--- config.mk ---
export PLATFORM = sky130hd
export DESIGN_NAME = msx_slot_bus_master
export DESIGN_NICKNAME = d
export VERILOG_FILES = /design/src/rtl/msx_slot_bus_master.sv
export SDC_FILE = /design/constraint.sdc
export NUM_CORES = 1
export LEC_CHECK = 0
export ABC_AREA = 1
export CAP_MARGIN = 20
export CORE_UTILIZATION = 40
export DETAILED_ROUTE_END_ITERATION = 7
export GPL_TIMING_DRIVEN = 0
export PLACE_DENSITY = 0.73
export SLEW_MARGIN = 5
export SYNTH_ARGS = -nofsm -noshare
export SYNTH_HDL_FRONTEND = slang
export SYNTH_SLANG_ARGS = --single-unit
--- constraint.sdc ---
create_clock -name clk -period 2 [get_ports clk]
set_input_delay 0.2 -clock clk [delete_from_list [all_inputs] [get_ports clk]]
set_output_delay 0.2 -clock clk [all_outputs]
set_load 0.005 [all_outputs]
--- src/rtl/msx_slot_bus_master.sv ---
`timescale 1ns/1ps
// MSX slot bus initiator: valid/ready request -> Z80-style memory cycle on slot pins.
// Latency SETUP+ACTIVE+STROBE+wait+HOLD cycles from acceptance; req_ready only in IDLE.
// slot_nwait stretches STROBE; MSX_SLOT_BUS_MASTER_WAIT_TIMEOUT_EN adds a 255-cycle wait timeout.
module msx_slot_bus_master #(
    parameter int SETUP_CYC  = 1,
    parameter int ACTIVE_CYC = 1,
    parameter int STROBE_CYC = 3,
    parameter int HOLD_CYC   = 1
) (
    input  logic        clk,
    input  logic        slot_nreset,
    input  logic        req_valid,
    output logic        req_ready,
    input  logic        req_wr,
    input  logic        req_sltsl,
    input  logic [15:0] req_address,
    input  logic [7:0]  req_wdata,
    output logic        rsp_valid,
    output logic [7:0]  rsp_rdata,
    output logic        rsp_error,
    output logic [15:0] slot_a,
    output logic [7:0]  slot_d_out,
    output logic        slot_d_oe,
    input  logic [7:0]  slot_d_in,
    output logic        slot_nmerq,
    output logic        slot_nsltsl,
    output logic        slot_nrd,
    output logic        slot_nwr,
    input  logic        slot_nwait
);

    localparam int S_C  = (SETUP_CYC  < 1) ? 1 : SETUP_CYC;
    localparam int A_C  = (ACTIVE_CYC < 1) ? 1 : ACTIVE_CYC;
    localparam int ST_C = (STROBE_CYC < 1) ? 1 : STROBE_CYC;
    localparam int H_C  = (HOLD_CYC   < 1) ? 1 : HOLD_CYC;
    localparam int M1   = (S_C > A_C) ? S_C : A_C;
    localparam int M2   = (ST_C > H_C) ? ST_C : H_C;
    localparam int MAXC = (M1 > M2) ? M1 : M2;
    localparam int CNT_W = $clog2(MAXC + 1);

    typedef enum logic [2:0] {
        IDLE   = 3'd0,
        SETUP  = 3'd1,
        ACTIVE = 3'd2,
        STROBE = 3'd3,
        HOLD   = 3'd4
    } state_t;

    state_t             state_q, state_d;
    logic [CNT_W-1:0]   cnt_q, cnt_d;
    logic               wr_q, wr_d;
    logic               sltsl_q, sltsl_d;
    logic [15:0]        addr_q, addr_d;
    logic [7:0]         wdata_q, wdata_d;
    logic               nmerq_q, nmerq_d;
    logic               nsltsl_q, nsltsl_d;
    logic               nrd_q, nrd_d;
    logic               nwr_q, nwr_d;
    logic               d_oe_q, d_oe_d;
    logic               rsp_valid_q, rsp_valid_d;
    logic [7:0]         rdata_q, rdata_d;
    logic               ready_q, ready_d;
    logic               leave_strobe;
    logic               timed_out;
`ifdef MSX_SLOT_BUS_MASTER_WAIT_TIMEOUT_EN
    logic [7:0]         wcnt_q, wcnt_d;
    logic               err_q, err_d;
    logic               rsp_error_q, rsp_error_d;
`endif

    always_comb begin
        state_d      = state_q;
        cnt_d        = cnt_q;
        wr_d         = wr_q;
        sltsl_d      = sltsl_q;
        addr_d       = addr_q;
        wdata_d      = wdata_q;
        nmerq_d      = nmerq_q;
        nsltsl_d     = nsltsl_q;
        nrd_d        = nrd_q;
        nwr_d        = nwr_q;
        d_oe_d       = d_oe_q;
        rsp_valid_d  = 1'b0;
        rdata_d      = rdata_q;
        ready_d      = ready_q;
        leave_strobe = 1'b0;
        timed_out    = 1'b0;
`ifdef MSX_SLOT_BUS_MASTER_WAIT_TIMEOUT_EN
        wcnt_d       = wcnt_q;
        err_d        = err_q;
        rsp_error_d  = 1'b0;
`endif
        case (state_q)
            IDLE: begin
                if (req_valid) begin
                    wr_d    = req_wr;
                    sltsl_d = req_sltsl;
                    addr_d  = req_address;
                    wdata_d = req_wdata;
                    ready_d = 1'b0;
                    cnt_d   = CNT_W'(S_C - 1);
                    state_d = SETUP;
                end
            end
            SETUP: begin
                if (cnt_q == '0) begin
                    nmerq_d  = 1'b0;
                    nsltsl_d = ~sltsl_q;
                    d_oe_d   = wr_q;
                    cnt_d    = CNT_W'(A_C - 1);
                    state_d  = ACTIVE;
                end else begin
                    cnt_d = cnt_q - CNT_W'(1);
                end
            end
            ACTIVE: begin
                if (cnt_q == '0) begin
                    nwr_d   = ~wr_q;
                    nrd_d   = wr_q;
                    cnt_d   = CNT_W'(ST_C - 1);
                    state_d = STROBE;
`ifdef MSX_SLOT_BUS_MASTER_WAIT_TIMEOUT_EN
                    wcnt_d  = 8'd0;
`endif
                end else begin
                    cnt_d = cnt_q - CNT_W'(1);
                end
            end
            STROBE: begin
                // Minimum strobe width first; only then does nwait get a say.
                if (cnt_q != '0) begin
                    cnt_d = cnt_q - CNT_W'(1);
                end else if (slot_nwait) begin
                    leave_strobe = 1'b1;
                end
`ifdef MSX_SLOT_BUS_MASTER_WAIT_TIMEOUT_EN
                else if (wcnt_q == 8'hFF) begin
                    leave_strobe = 1'b1;
                    timed_out    = 1'b1;
                end else begin
                    wcnt_d = wcnt_q + 8'd1;
                end
`endif
                if (leave_strobe) begin
                    nrd_d   = 1'b1;
                    nwr_d   = 1'b1;
                    cnt_d   = CNT_W'(H_C - 1);
                    state_d = HOLD;
                    if (!wr_q && !timed_out) begin
                        rdata_d = slot_d_in;
                    end
`ifdef MSX_SLOT_BUS_MASTER_WAIT_TIMEOUT_EN
                    err_d = timed_out;
`endif
                end
            end
            HOLD: begin
                if (cnt_q == '0) begin
                    nmerq_d     = 1'b1;
                    nsltsl_d    = 1'b1;
                    d_oe_d      = 1'b0;
                    rsp_valid_d = 1'b1;
                    ready_d     = 1'b1;
                    state_d     = IDLE;
`ifdef MSX_SLOT_BUS_MASTER_WAIT_TIMEOUT_EN
                    rsp_error_d = err_q;
`endif
                end else begin
                    cnt_d = cnt_q - CNT_W'(1);
                end
            end
            default: begin
                state_d = IDLE;
                ready_d = 1'b1;
            end
        endcase
    end

    always_ff @(posedge clk or negedge slot_nreset) begin
        if (!slot_nreset) begin
            state_q     <= IDLE;
            cnt_q       <= '0;
            wr_q        <= 1'b0;
            sltsl_q     <= 1'b0;
            addr_q      <= 16'h0000;
            wdata_q     <= 8'h00;
            nmerq_q     <= 1'b1;
            nsltsl_q    <= 1'b1;
            nrd_q       <= 1'b1;
            nwr_q       <= 1'b1;
            d_oe_q      <= 1'b0;
            rsp_valid_q <= 1'b0;
            rdata_q     <= 8'h00;
            ready_q     <= 1'b1;
`ifdef MSX_SLOT_BUS_MASTER_WAIT_TIMEOUT_EN
            wcnt_q      <= 8'd0;
            err_q       <= 1'b0;
            rsp_error_q <= 1'b0;
`endif
        end else begin
            state_q     <= state_d;
            cnt_q       <= cnt_d;
            wr_q        <= wr_d;
            sltsl_q     <= sltsl_d;
            addr_q      <= addr_d;
            wdata_q     <= wdata_d;
            nmerq_q     <= nmerq_d;
            nsltsl_q    <= nsltsl_d;
            nrd_q       <= nrd_d;
            nwr_q       <= nwr_d;
            d_oe_q      <= d_oe_d;
            rsp_valid_q <= rsp_valid_d;
            rdata_q     <= rdata_d;
            ready_q     <= ready_d;
`ifdef MSX_SLOT_BUS_MASTER_WAIT_TIMEOUT_EN
            wcnt_q      <= wcnt_d;
            err_q       <= err_d;
            rsp_error_q <= rsp_error_d;
`endif
        end
    end

    assign req_ready   = ready_q;
    assign rsp_valid   = rsp_valid_q;
    assign rsp_rdata   = rdata_q;
    assign slot_a      = addr_q;
    assign slot_d_out  = wdata_q;
    assign slot_d_oe   = d_oe_q;
    assign slot_nmerq  = nmerq_q;
    assign slot_nsltsl = nsltsl_q;
    assign slot_nrd    = nrd_q;
    assign slot_nwr    = nwr_q;
`ifdef MSX_SLOT_BUS_MASTER_WAIT_TIMEOUT_EN
    assign rsp_error   = rsp_error_q;
`else
    assign rsp_error   = 1'b0;
`endif

endmodule

==> flow_summary.ini <==
[clock_network]
cts.repair.resized = 0
clockRootBuffer = clkbuf_8
clk_path_buf_depth = 2
cts_sinks = 46
clkLatencyLatePin_ns = 0.30
h-tree-depth = 2
clk_pin_slew_ns = 0.09
cts.hold.buffers_added = 1
postCtsSetupBuffers = 0
cts_made_buffers = 5
cts_tree = done

[synth]
synth_edf_count = 0
syn_inst = 241
synth_largest_area_cell = dfrtp_1
synth_seq_cells = 46
postSynth.asyncResetShare_pct = 100
synth_warnings = 0
ys_seq_area_share_pct = 54.8
synth.distinct_cells = 26
syn_area_per_cell_um2 = 8.76
synth_area_um2 = 2110
synth_ff_type = dfrtp_1
yosys-top-cells-area = dfrtp_1 (49%), nand2_1 (11%), inv_1 (8.2%)
netlist_top_cells_count = nand2_1 (61), inv_1 (46), dfrtp_1 (41)
synth_top_area_share_pct = 48.6
yosysMostFrequentCell = nand2_1
syn_nets = 283

[floorplan]
row_count = 26
start_util_pct = 41.4
design.core.area_um2 = 5110
die_area_um2 = 5570
die_h_um = 74.7
die_x_um = 74.7
ioPinCount = 78

[global_route]
grtUsageTotal_pct = 17.6
antenna_found_initial = 0
grt_pass1_wl_um = 7430
grt-ovfl-total = 0
grt_pass1_vias = 1712
grt_max_degree = 35

[setup_path]
regToRegSetupSlack_ns = 0.52
r2r_end = rsp_rdata[5]
cp_cell_sequence = clkdlybuf4s50_1
required_ns = 1.80
worstReg2RegStart = cnt_q[0]
cp_max_fo = 2
cpMaxStageDelayCell = dfstp_2
crit_arrival_ns = 1.32
startpoint = slot_nrd
critPathBufInv = 1
path_class = register to output port
ff2ff_path_depth = 8
start_kind = register
critPathMaxStageDelay_ns = 0.54
end_kind = output port
crit_cells = 1
cp_top_family = flip-flops
crit_path_end = slot_nrd

[sta]
rsz0062_at_grt = no
hold_violations = 0
final.setup_skew_ns = 0.0102
finalCriticalPeriod_ns = 1.52
fmax_mhz = 659
fin_crit_sh_pct = 75.9
drv_slew = 0
final-setup-viol-count = 0
fin_tns_setup_ns = 0

[layout]
antennaDiodeCount = 0
synthToLayoutAreaGrowth_pct = 45.3
stdcell_count = 397
fin_area_um2 = 3070
nets = 368
layout-drive-gt1-share_pct = 11.6

[placement]
dpl-instance-area_um2 = 2980
dpl.hpwl_um = 3410
port_buffers = 76
dp_cells = 388
gp_congestion = 0.871

[routing]
ant_nets = 0
vias = 1763
route.met2.wl_um = 2120
drtPass1Iterations = 4
totalWireLength_um = 4450
wl_met1_um = 2000
drc = 0
dr_wl_met3_um = 253
wl_per_cell_um = 11.2
routed.top_layer = met4
vias_per_cell = 4.44
drtIter0Drc = 91

[job]
cap_violations = 0

[power]
ir_worst_vdd_v = 0.000567
p_total_w = 0.00401
p_per_area_nw_per_um2 = 1310
p_leak_nw = 1.53

[worst_hold_path]
min_path_type = input port to asynchronous set/reset pin

[run_status]
status = completed
==> placed cells by master (no fill, tap or decap), drive strengths merged <==
cell type      instances
nand4                  3
conb                   1
nand3                  9
inv                   46
dfstp                  5
buf                    8
a21oi                  5
clkinv                 1
a21boi                 1
ha                     4
nor2                  13
nand2                 66
clkdlybuf4s50         75
dfrtp                 41
clkbuf                 9
dlygate4sd3            1
clkinvlp               1
o21ai                 38
==> cells by family after synthesis <==
| family | count (synthesis) | synth area share [%] |
|---|---|---|
| simple gates | 91 | 20.0 |
| buf+inv | 55 | 10.5 |
| flops | 46 | 54.8 |
| fa+ha+maj | 4 | 2.37 |
| other cells | 1 | 0.178 |
| compound gates | 44 | 12.1 |
==> flip-flops by register name (all words and copies together), names as in the netlist <==
signal and count:
slot_nwr 1, slot_nmerq 1, wr_q 1, slot_nrd 1
slot_d_oe 1, rsp_valid 1, state_q 3, slot_a 16
rsp_rdata 8, slot_nsltsl 1, req_ready 1, sltsl_q 1
slot_d_out 8, cnt_q 2
==> how the worst min path moves through the flow <==
stage                         end  slack, ns
floorplan                cnt_q[0]       -0.1
global placement      slot_nsltsl       0.45
detailed placement      slot_a[8]       0.11
CTS                 slot_d_out[7]       0.33
global route        slot_d_out[7]       0.36
finish              slot_d_out[7]       0.32
==> power breakdown <==
group | internal, W | switching [W]
sequential | 0.00136 | 0.000264
combinational | 0.000990 | 0.000844
clock | 0.000248 | 0.000302
==> final cells by class <==
class                           count  area [µm²]
Clock inverter                      1        7.51
Sequential cell                    46        1160
Buffer                              8        46.3
Tap cell                           70        87.6
Clock buffer                        7        76.3
Inverter                           47         176
Multi-Input combinational cell    140         732
Fill cell                         462        2040
Timing Repair Buffer               78         786
==> routing by layer <==
layer / GRT usage (%) / vias to the layer above
met5: 0 / -
met4: 5.66 / 0
met3: 5.22 / 8
met2: 29.6 / 57
met1: 21.7 / 798
li1: - / 900
==> per-stage QoR <==
stage / hold slack, ns / setup WS [ns] / util (%)
after floorplan: -0.0956 / 0.669 / -
after detailed placement: 0.115 / 0.498 / 58.3
after global routing: 0.357 / 0.370 / 60.1
after global placement: 0.453 / -0.553 / 58.0
after CTS: 0.329 / 0.470 / 60.1
final: 0.323 / 0.482 / 60.1
(Power assumes the default switching activity.)
